**src/rtl/atm_pkg.sv**
```systemverilog
// Shared types and constants for the ATM account controller.
package atm_pkg;

    // Session FSM states; the encoding is visible on the state output port.
    typedef enum logic [3:0] {
        StIdle      = 4'd0,
        StPinWait   = 4'd1,
        StMenu      = 4'd2,
        StBalance   = 4'd3,
        StWithdraw  = 4'd4,
        StDeposit   = 4'd5,
        StPinChange = 4'd6,
        StError     = 4'd7
    } atm_state_e;

    // Error codes reported on error_code.
    localparam logic [7:0] ErrNone     = 8'h00;
    localparam logic [7:0] ErrBadCard  = 8'h01;
    localparam logic [7:0] ErrBadPin   = 8'h02;
    localparam logic [7:0] ErrLocked   = 8'h03;
    localparam logic [7:0] ErrFunds    = 8'h04;
    localparam logic [7:0] ErrWdLimit  = 8'h05;
    localparam logic [7:0] ErrOverflow = 8'h06;
    localparam logic [7:0] ErrTimeout  = 8'h07;

    // Factory PIN of account idx.
    function automatic logic [31:0] default_pin(input int unsigned idx);
        return 32'h1234 + idx;
    endfunction

endpackage

```
**src/rtl/atm_timeout_timer.sv**
```systemverilog
// Inactivity timer: counts enabled, uncleared cycles and flags TIMEOUT_CYC reached.
module atm_timeout_timer #(
    parameter int unsigned TIMEOUT_CYC = 255
) (
    input  logic clk,
    input  logic rst,
    input  logic clear,
    input  logic enable,
    output logic expired
);

    localparam int unsigned CntW = (TIMEOUT_CYC > 1) ? $clog2(TIMEOUT_CYC + 1) : 1;

    logic [CntW-1:0] r_cnt;
    logic            w_expired;

    assign w_expired = (r_cnt == CntW'(TIMEOUT_CYC));
    assign expired   = w_expired;

    // Count idle cycles, saturating at the timeout value.
    always_ff @(posedge clk or posedge rst) begin
        if (rst) begin
            r_cnt <= '0;
        end else if (clear || !enable) begin
            r_cnt <= '0;
        end else if (!w_expired) begin
            r_cnt <= r_cnt + CntW'(1);
        end
    end

endmodule

```
**src/rtl/atm_account_ctrl.sv**
```systemverilog
// ATM session controller: card/PIN check, per-account balances, withdraw/deposit/PIN change.
module atm_account_ctrl
    import atm_pkg::*;
#(
    parameter int unsigned NUM_CARDS   = 4,
    parameter int unsigned BAL_W       = 16,
    parameter int unsigned PIN_W       = 16,
    parameter int unsigned MAX_TRIES   = 3,
    parameter int unsigned TIMEOUT_CYC = 255,
    parameter int unsigned WD_LIMIT    = 'h0200,
    parameter int unsigned INIT_BAL    = 'h1000,
    localparam int unsigned CW         = (NUM_CARDS > 1) ? $clog2(NUM_CARDS) : 1
) (
    input  logic             clk,
    input  logic             rst,
    input  logic             card_inserted,
    input  logic [CW-1:0]    card_num,
    input  logic             pin_valid,
    input  logic [PIN_W-1:0] pin_input,
    input  logic [PIN_W-1:0] new_pin,
    input  logic             balance_req,
    input  logic             withdrawal_req,
    input  logic             deposit_req,
    input  logic             pin_change_req,
    input  logic             transaction_done,
    input  logic             eject,
    input  logic [BAL_W-1:0] amount,
    output logic [3:0]       state,
    output logic [BAL_W-1:0] balance,
    output logic             transaction_success,
    output logic [7:0]       error_code,
    output logic             card_locked,
    output logic             busy
);

    localparam int unsigned TW         = $clog2(MAX_TRIES + 1);
    localparam logic [BAL_W:0] WdLimit = (BAL_W + 1)'(WD_LIMIT);

    atm_state_e       r_state;
    atm_state_e       r_state_prev;
    logic [CW-1:0]    r_card;
    logic [BAL_W-1:0] r_bal   [NUM_CARDS];
    logic [PIN_W-1:0] r_pin   [NUM_CARDS];
    logic [TW-1:0]    r_tries [NUM_CARDS];
    logic [NUM_CARDS-1:0] r_lock;
    logic [BAL_W-1:0] r_amount;
    logic [BAL_W-1:0] r_sess_total;
    logic [PIN_W-1:0] r_new_pin;
    logic             r_pending;
    logic             r_success;
    logic             r_card_locked;
    logic [7:0]       r_err;

    logic             w_card_ok;
    logic             w_strobe;
    logic             w_tmr_en;
    logic             w_tmr_clear;
    logic             w_expired;
    logic             w_in_session;
    logic [BAL_W-1:0] w_cur_bal;
    logic [BAL_W:0]   w_wd_sum;
    logic [BAL_W:0]   w_dep_sum;
    logic [TW-1:0]    w_try_next;

    assign w_card_ok    = (32'(card_num) < NUM_CARDS);
    assign w_strobe     = card_inserted | pin_valid | balance_req | withdrawal_req |
                          deposit_req | pin_change_req | transaction_done | eject;
    assign w_tmr_en     = (r_state != StIdle) && (r_state != StError);
    assign w_tmr_clear  = w_strobe || (r_state != r_state_prev);
    assign w_in_session = r_state inside {StMenu, StBalance, StWithdraw, StDeposit, StPinChange};
    assign w_cur_bal    = r_bal[r_card];
    // One extra bit so neither sum can wrap before it is checked.
    assign w_wd_sum     = {1'b0, r_sess_total} + {1'b0, r_amount};
    assign w_dep_sum    = {1'b0, w_cur_bal} + {1'b0, r_amount};
    assign w_try_next   = r_tries[r_card] + TW'(1);

    atm_timeout_timer #(
        .TIMEOUT_CYC(TIMEOUT_CYC)
    ) u_timer (
        .clk    (clk),
        .rst    (rst),
        .clear  (w_tmr_clear),
        .enable (w_tmr_en),
        .expired(w_expired)
    );

    // Session FSM together with account storage and registered status outputs.
    always_ff @(posedge clk or posedge rst) begin
        if (rst) begin
            r_state       <= StIdle;
            r_state_prev  <= StIdle;
            r_card        <= '0;
            r_lock        <= '0;
            r_amount      <= '0;
            r_sess_total  <= '0;
            r_new_pin     <= '0;
            r_pending     <= 1'b0;
            r_success     <= 1'b0;
            r_card_locked <= 1'b0;
            r_err         <= ErrNone;
            for (int unsigned i = 0; i < NUM_CARDS; i++) begin
                r_bal[i]   <= BAL_W'(INIT_BAL);
                r_pin[i]   <= PIN_W'(default_pin(i));
                r_tries[i] <= '0;
            end
        end else begin
            r_state_prev <= r_state;
            r_success    <= 1'b0;
            if ((r_state != StIdle) && eject) begin
                // Eject abandons the session, including any operation not yet committed.
                r_state      <= StIdle;
                r_pending    <= 1'b0;
                r_sess_total <= '0;
            end else if (w_tmr_en && w_expired) begin
                r_state   <= StError;
                r_err     <= ErrTimeout;
                r_pending <= 1'b0;
            end else begin
                case (r_state)
                    StIdle: begin
                        if (card_inserted) begin
                            r_err         <= ErrNone;
                            r_card_locked <= 1'b0;
                            if (!w_card_ok) begin
                                r_state <= StError;
                                r_err   <= ErrBadCard;
                            end else if (r_lock[card_num]) begin
                                r_state       <= StError;
                                r_err         <= ErrLocked;
                                r_card_locked <= 1'b1;
                            end else begin
                                r_state <= StPinWait;
                                r_card  <= card_num;
                            end
                        end
                    end
                    StPinWait: begin
                        if (pin_valid) begin
                            if (pin_input == r_pin[r_card]) begin
                                r_state         <= StMenu;
                                r_tries[r_card] <= '0;
                                r_sess_total    <= '0;
                            end else begin
                                r_tries[r_card] <= w_try_next;
                                if (w_try_next >= TW'(MAX_TRIES)) begin
                                    r_lock[r_card] <= 1'b1;
                                end
                                r_state <= StError;
                                r_err   <= ErrBadPin;
                            end
                        end
                    end
                    StMenu: begin
                        r_amount  <= amount;
                        r_new_pin <= new_pin;
                        if (balance_req) begin
                            r_state   <= StBalance;
                            r_pending <= 1'b1;
                        end else if (withdrawal_req) begin
                            r_state   <= StWithdraw;
                            r_pending <= 1'b1;
                        end else if (deposit_req) begin
                            r_state   <= StDeposit;
                            r_pending <= 1'b1;
                        end else if (pin_change_req) begin
                            r_state   <= StPinChange;
                            r_pending <= 1'b1;
                        end
                    end
                    StBalance, StWithdraw, StDeposit, StPinChange: begin
                        if (r_pending) begin
                            // Operation commits exactly once, on the first cycle in the state.
                            r_pending <= 1'b0;
                            case (r_state)
                                StWithdraw: begin
                                    if ({1'b0, r_amount} > {1'b0, w_cur_bal}) begin
                                        r_err <= ErrFunds;
                                    end else if (w_wd_sum > WdLimit) begin
                                        r_err <= ErrWdLimit;
                                    end else begin
                                        r_bal[r_card] <= w_cur_bal - r_amount;
                                        r_sess_total  <= w_wd_sum[BAL_W-1:0];
                                        r_success     <= 1'b1;
                                    end
                                end
                                StDeposit: begin
                                    if (w_dep_sum[BAL_W]) begin
                                        r_err <= ErrOverflow;
                                    end else begin
                                        r_bal[r_card] <= w_dep_sum[BAL_W-1:0];
                                        r_success     <= 1'b1;
                                    end
                                end
                                StPinChange: begin
                                    r_pin[r_card] <= r_new_pin;
                                    r_success     <= 1'b1;
                                end
                                default: begin
                                    r_success <= 1'b1;
                                end
                            endcase
                        end else if (transaction_done) begin
                            r_state <= StMenu;
                        end
                    end
                    StError: begin
                        r_state   <= StIdle;
                        r_pending <= 1'b0;
                    end
                    default: begin
                        r_state <= StIdle;
                    end
                endcase
            end
        end
    end

    assign state               = r_state;
    assign balance             = w_in_session ? w_cur_bal : '0;
    assign transaction_success = r_success;
    assign error_code          = r_err;
    assign card_locked         = r_card_locked;
    assign busy                = (r_state != StIdle);

endmodule

```
**config.mk**
```make
export PLATFORM = sky130hd
export DESIGN_NAME = atm_account_ctrl
export DESIGN_NICKNAME = d
export VERILOG_FILES = /design/src/rtl/atm_pkg.sv /design/src/rtl/atm_timeout_timer.sv /design/src/rtl/atm_account_ctrl.sv
export SDC_FILE = /design/constraint.sdc
export NUM_CORES = 1
export LEC_CHECK = 0
export CAP_MARGIN = 20
export CORE_UTILIZATION = 60
export DETAILED_ROUTE_END_ITERATION = 8
export PLACE_DENSITY = 0.9
export SETUP_SLACK_MARGIN = 0.4
export SYNTH_ARGS = -nofsm -noshare
export SYNTH_HDL_FRONTEND = slang
export SYNTH_SLANG_ARGS = --single-unit
```
**constraint.sdc**
```tcl
create_clock -name clk -period 16 [get_ports clk]
set_input_delay 2.4 -clock clk [delete_from_list [all_inputs] [get_ports clk]]
set_output_delay 2.4 -clock clk [all_outputs]
set_load 0.01 [all_outputs]
```
## Yosys cells after proc, flatten, opt, wreduce, memory -nomap -nowiden

Cells that the tools add are included.

| word-level totals | value |
|---|---|
| flip-flop bits (word level) | 217 |
| bits of input ports | 60 |
| output and inout bits | 31 |

| cells by class | value |
|---|---|
| $add $sub $neg | 5 |
| order comparisons | 8 |
| equality and inequality tests | 34 |
| muxes and demuxes | 78 |
| bitwise gates (word level) | 15 |
| reduce and logical (&&, ||, !) cells | 28 |

Operators by type and width:

| kind | count |
|---|---|
| two-way mux 16 bit | 14 |
| bitwise mux 64 bit | 3 |
| two-way mux 64 bit | 3 |
| case mux 64 bit (2 select lines) | 1 |
| two-way mux 8 bit | 11 |
| binary-select mux 16 bit (select 2 bit) | 2 |
| two-way mux 4 bit | 10 |
| adder 16 x 16 -> 17 bit | 2 |
| demux 16 bit (select 2 bit) | 1 |
| case mux 16 bit (2 select lines) | 1 |
| inequality test 3 bit, second input constant | 10 |
| inequality test 4 bit, second input constant | 6 |
| case mux 8 bit (3 select lines) | 1 |
| > comparator 17 x 10 -> 1 bit, second input constant | 1 |
| equality test 16 bit | 1 |
| equality test 4 x 3 -> 1 bit, second input constant | 4 |
| > comparator 16 bit | 1 |
| two-way mux 1 bit | 16 |
| case mux 4 bit (4 select lines) | 1 |
| case mux 8 bit (2 select lines) | 1 |
| AND reduction 8 bit | 2 |
| subtractor 16 bit | 1 |
| AND reduction 5 bit | 3 |
| nonzero test 4 bit | 3 |
| other kinds (44) | 69 |

## Longest topological paths before layout

| logic depth | value |
|---|---|
| depth in word-level cells | 11 |
| mapped depth | 18 |
| mapped depth without buffers | 14 |

## Cells and area by module

Synthesis repeated with hierarchy kept, for this count alone.

| second synthesis, totals | value |
|---|---|
| cell total of the unflattened synthesis | 1,029 |
| area, all modules | 12,021.5 µm² |

Modules (own cells, without submodules):

| module | instances | cells an instance | area an instance (µm²) | seq. area each (µm²) |
|---|---|---|---|---|
| atm_account_ctrl | 1 | 981 | 11,569.8 | 5,089.9 |
| atm_timeout_timer | 1 | 48 | 451.7 | 200.2 |

## Least setup slack after synthesis

Ideal clock, no wire load.

| timing | value |
|---|---|
| path kind | reg-to-reg |
| from | register r_card[0] |
| to | register r_bal[18] in the netlist's numbering |
| setup time | 0.125 ns |
| arrival time | 5.115 ns |
| path slack | 10.760 ns |
| stages on the path, launching flop included | 17 |
| cell sequence | dfrtp_1 > clkbuf_1 > clkbuf_1 > buf_1 > mux4_2 > ha_1 > clkbuf_1 > nor2_1 > a211oi_1 > o221ai_1 > a21oi_1 > o21ai_0 > or3_1 > clkbuf_1 > a2111oi_4 > buf_8 > mux2_4 |

| between the ends | value |
|---|---|
| longest elaborated chain between the ends | 9 |
| elaborated cells on any way between the ends | 21 |
| those cells by class | add/sub (2); order compare (3); eq/ne (2); mux (11); bitwise (1); reduce/logical (2) |

RTL lines:

| item | RTL line | text |
|---|---|---|
| start, declared | atm_account_ctrl.sv:41 | `logic [CW-1:0] r_card;` |
| start signal, assigned | atm_account_ctrl.sv:133 | `r_card <= card_num;` |
| NOT 2 -> 3 bit (implied by the code) (*) | atm_account_ctrl.sv:71, atm_account_ctrl.sv:181, atm_account_ctrl.sv:190 |  |
| binary-select mux 16 bit (select 2 bit) (tied with other cells) | atm_account_ctrl.sv:71 | `assign w_cur_bal = r_bal[r_card];` |
| two-way mux 16 bit (implied by the code) or logical AND 1 bit (tied branches) | atm_account_ctrl.sv:71, atm_account_ctrl.sv:181, atm_account_ctrl.sv:190 |  |
| two-way mux 16 bit, on equally long branches | atm_account_ctrl.sv:71, atm_account_ctrl.sv:181, atm_account_ctrl.sv:190 |  |
| subtractor 16 bit or demux 16 bit (select 2 bit) (tied branches) | atm_account_ctrl.sv:181, atm_account_ctrl.sv:190 |  |
| bitwise mux 64 bit | atm_account_ctrl.sv:181 | `r_bal[r_card] <= w_cur_bal - r_amount;` |
| two-way mux 64 bit | atm_account_ctrl.sv:178 | `end else if (w_wd_sum > WdLimit) begin` |
| two-way mux 64 bit | atm_account_ctrl.sv:176 | `if ({1'b0, r_amount} > {1'b0, w_cur_bal}) begin` |
| case mux 64 bit (2 select lines) | atm_account_ctrl.sv:174 | `case (r_state)` |
| end signal, assigned by index | atm_account_ctrl.sv:102 | `r_bal[i] <= BAL_W'(INIT_BAL);` |
| end signal, assigned by index | atm_account_ctrl.sv:181 |  |
| end signal, assigned by index | atm_account_ctrl.sv:190 | `r_bal[r_card] <= w_dep_sum[BAL_W-1:0];` |
| end, declared | atm_account_ctrl.sv:42 | `logic [BAL_W-1:0] r_bal [NUM_CARDS];` |

Mark *: on every way between the ends. The rest lies on a longest branch, timed or not. The select of a mux whose other input is x is not followed.
A chain may end at the register's enable or synchronous reset.

## Worst setup path in the final report

| timing | value |
|---|---|
| from | register r_state[1] (netlist: state[1]) |
| to | output balance[10] |

| between the ends | value |
|---|---|
| longest elaborated chain between the ends | 3 |
| elaborated cells on any way between the ends | 7 |
| those cells by class | eq/ne (5); mux (1); reduce/logical (1) |

RTL lines:

| item | RTL line | text |
|---|---|---|
| start, declared | atm_account_ctrl.sv:39 | `atm_state_e r_state;` |
| start signal, assigned | atm_account_ctrl.sv:90 | `r_state <= StIdle;` |
| start signal, assigned | atm_account_ctrl.sv:111 | `r_state <= StIdle;` |
| start signal, assigned | atm_account_ctrl.sv:115 | `r_state <= StError;` |
| equality test 4 x 2 -> 1 bit or equality test 4 x 3 -> 1 bit (tied branches) | atm_account_ctrl.sv:70 | `assign w_in_session = r_state inside {StMenu, StBalance, StWithdraw, StDeposit, StPinChange};` |
| nonzero test 5 bit (*) | atm_account_ctrl.sv:70 |  |
| two-way mux 16 bit (*) | atm_account_ctrl.sv:219 | `assign balance = w_in_session ? w_cur_bal : '0;` |
| end, declared | atm_account_ctrl.sv:29 | `output logic [BAL_W-1:0] balance,` |

Mark *: on every way between the ends. The rest lies on a longest branch, timed or not.

==> impl_metrics.toml <==
[outcome]
status = "finished, final reports clean"

[timing]
max_slew_margin = 0.256
tns_ns = 0
clock.fmax_mhz = 177
rsz0062_at_grt = "no"
finalCritPeriodShare = 0.353
fin_crit_ns = 5.64
whs_ns = 0.468
finalHoldViolations = 0
setup_viol = 0
drv_slew = 0
tightest_slew_ns = 1.11
final.setup_skew_ns = 0.0321

[worst_setup_path]
cp_cell_sequence = "nand2_1 > nor2_1 > nor2_1 > and2_1 > clkdlybuf4s50_1"
cp.required_ns = 13.60
critical_path_class = "reg2out"
crit_path_max_incr_delay_ns = 0.74
reg2reg_from = "r_card[0]"
cpMaxStageDelayCell = "nor2_1"
path_common_cell = "nor2_1"
r2r_slack_ns = 10.87
startpoint_type = "register"
r2r_cells = 12
cp_top_family = "simple AND/OR/NAND/NOR gates"
end_kind = "output pin"
path_buf_inv = 1
arrival_ns = 3.24
path_max_fanout = 22
worst_r2r_endpoint = "r_bal[21]"

[global_routing]
grt_pass1_wl_um = 46500
grt_pass1_vias = 8819
grt_overflow = 0
track_usage = 0.276
grt_max_degree = 148
antenna_found_initial = 0

[worst_hold_path]
hold_depth = 1
hold-path-endpoint = "r_lock[2]"
hold_path.class = "reg2reg"
min-delay-start = "r_lock[2]"

[synthesis]
synthArstFlopShare = 1.00
synth-edff-count = 0
synth_fa_ha_area_frac = 0.0559
ys_ff_latch = 210
synth_compound_area_frac = 0.110
ys_warn_count = 0
synth_xor_area_frac = 0.0314
ys_types = 74
postSynthCellCount = 1031
ys.flop_type = "dfrtp_1"
synthSimpleGateAreaFrac = 0.0919
netlist_area_sq_um = 12300
synth_top_family_by_area = "multiplexers"
synth_seq_area_share = 0.432
syn_area_per_cell_sq_um = 11.9
synth.area.mux_share = 0.237

[clock_network]
cts_setup_buffers = 0
hold_buffers = 0
max-clock-path-buffers = 3
cts_buffers = 24
ctsResizeCount = 0
clkSlewWorstSetupHoldPaths_ns = 0.07
clock_sinks = 210
cts_tree = "built"
clock_latency_ns = 0.53
cts-root-buf = "clkbuf_16"
cts.htree.levels = 1

[floorplan]
ios = 91
die_width_um = 145
rows = 51
core_area_sq_um = 19700
dieArea_sq_um = 21000
die-height_um = 145
initial_core_util = 0.622

[power_and_ir_drop]
power.total_mw = 2.26
p_leak_nw = 6.28
powerDensity_nw_per_um2 = 160
ir_drop_v = 0.000120

[final_layout]
final_cell_mix = "dfrtp_1, mux2_2, clkdlybuf4s50_1"
final_nets = 1216
layout_commonest_cell = "dfrtp_1"
fin_util = 0.713
drive_above_1_share = 0.269
n_antenna_cell = 0
area_growth_pct = 14.7

[routing]
drcViolationCount = 0
firstDrtPassIters = 6
wl_per_cell_um = 20.5
drtIter0Drc = 729
ant_nets = 0
num_vias = 8741
viasPerCell = 6.31
drt-total-wl_um = 28400

[placed_design]
port_buffers = 84
hpwl_um = 19000
place_congestion = 0.945

[flow_run]
drv_cap = 0
-- through the flow --
stage                     setup WS, ns  std cells  instance area (sq um)
final                            10.36       1386                  14100
after floorplan                   7.91       1036                  12300
after CTS                        10.46       1383                  14000
after global placement           11.01       1339                  13200
after detailed placement         10.90       1339                  13200
after global routing             10.27       1386                  14100
-- worst max-delay path by stage --
stage / depth (start not counted) / to / slack, ns / start
after floorplan: 1 / card_locked / 7.91 / rst
after global placement: 9 / r_sess_total[0] / 11.01 / pin_input[8]
after detailed placement: 9 / r_sess_total[1] / 10.90 / pin_input[11]
after CTS: 5 / balance[10] / 10.46 / state[1]
after global routing: 5 / balance[15] / 10.27 / state[1]
final: 5 / balance[10] / 10.36 / state[1]
-- final cells by class --
| cell class | instances | area (sq um) |
|---|---|---|
| multi-input combinational | 715 | 6480 |
| timing repair buffer | 95 | 963 |
| inverter | 57 | 221 |
| fill | 1295 | 5650 |
| clock inverter | 12 | 138 |
| tap | 265 | 332 |
| clock buffer | 32 | 641 |
| sequential | 210 | 5290 |
-- state kept, by name, indices dropped and copies added, names as in the netlist --
register,cells
r_bal,64
r_pin,64
r_amount,16
r_new_pin,16
r_sess_total,16
r_tries,8
u_timer.r_cnt,8
r_lock,4
error_code,3
r_state_prev,3
state,3
r_card,2
card_locked,1
r_pending,1
transaction_success,1
-- worst reg2reg max path: cells and delay by family, from the launching register on --
kind | cells | cell delay (ns)
muxes | 2 | 1.02
and+or+nand+nor | 2 | 0.68
adders and majority gates | 1 | 0.39
buffers and inverters | 2 | 0.86
AOI/OAI and AO/OA | 5 | 1.69
DFF | 1 | 0.34
-- cell usage after synthesis (all sizes together), types with 8 or more instances --
| cell | instances | area, sq um |
|---|---|---|
| a31oi | 11 | 68.8 |
| xor2 | 9 | 78.8 |
| clkbuf | 32 | 120 |
| mux2 | 171 | 2080 |
| buf | 22 | 178 |
| inv | 57 | 214 |
| nor3 | 25 | 125 |
| ha | 50 | 626 |
| mux4 | 35 | 788 |
| xnor2 | 35 | 307 |
| nand2b | 10 | 62.6 |
| nand2 | 38 | 143 |
| dfstp | 28 | 736 |
| and2 | 22 | 138 |
| a21o | 11 | 82.6 |
| a22o | 10 | 87.6 |
| o31ai | 8 | 65.1 |
| nand3 | 10 | 50.1 |
| nor2 | 50 | 188 |
| a2111oi | 9 | 160 |
| a21oi | 44 | 220 |
| nor2b | 15 | 93.8 |
| nand4 | 8 | 50.1 |
| dfrtp | 182 | 4550 |
| nor4 | 8 | 56.3 |
| or3 | 8 | 51.3 |
| o21ai | 31 | 155 |
-- per-layer routing --
layer,routed length [um],up-vias,global-route usage
li1,-,3909,-
met1,12000,4423,0.370
met2,14100,336,0.457
met3,1650,73,0.0428
met4,766,0,0.0973
met5,0,-,0
-- report_power, final --
| group | internal (mW) | total (mW) | switching [mW] |
|---|---|---|---|
| clock network | 0.317 | 0.541 | 0.225 |
| registers | 0.671 | 0.801 | 0.130 |
| logic | 0.412 | 0.916 | 0.503 |
| total | 1.40 | 2.26 | 0.857 |
-- logic make-up (layout without fill, tap and decap cells) --
logic type / after synthesis / in the layout
AOI/OAI and AO/OA: 186 / 186
xor gates and xnor gates: 44 / 44
adders and majority gates: 53 / 53
buffers and inverters: 111 / 196
DFF: 210 / 210
muxes: 210 / 210
other: 1 / 6
and+or+nand+nor: 216 / 216
Note: power is estimated with default switching activity, not from simulation.
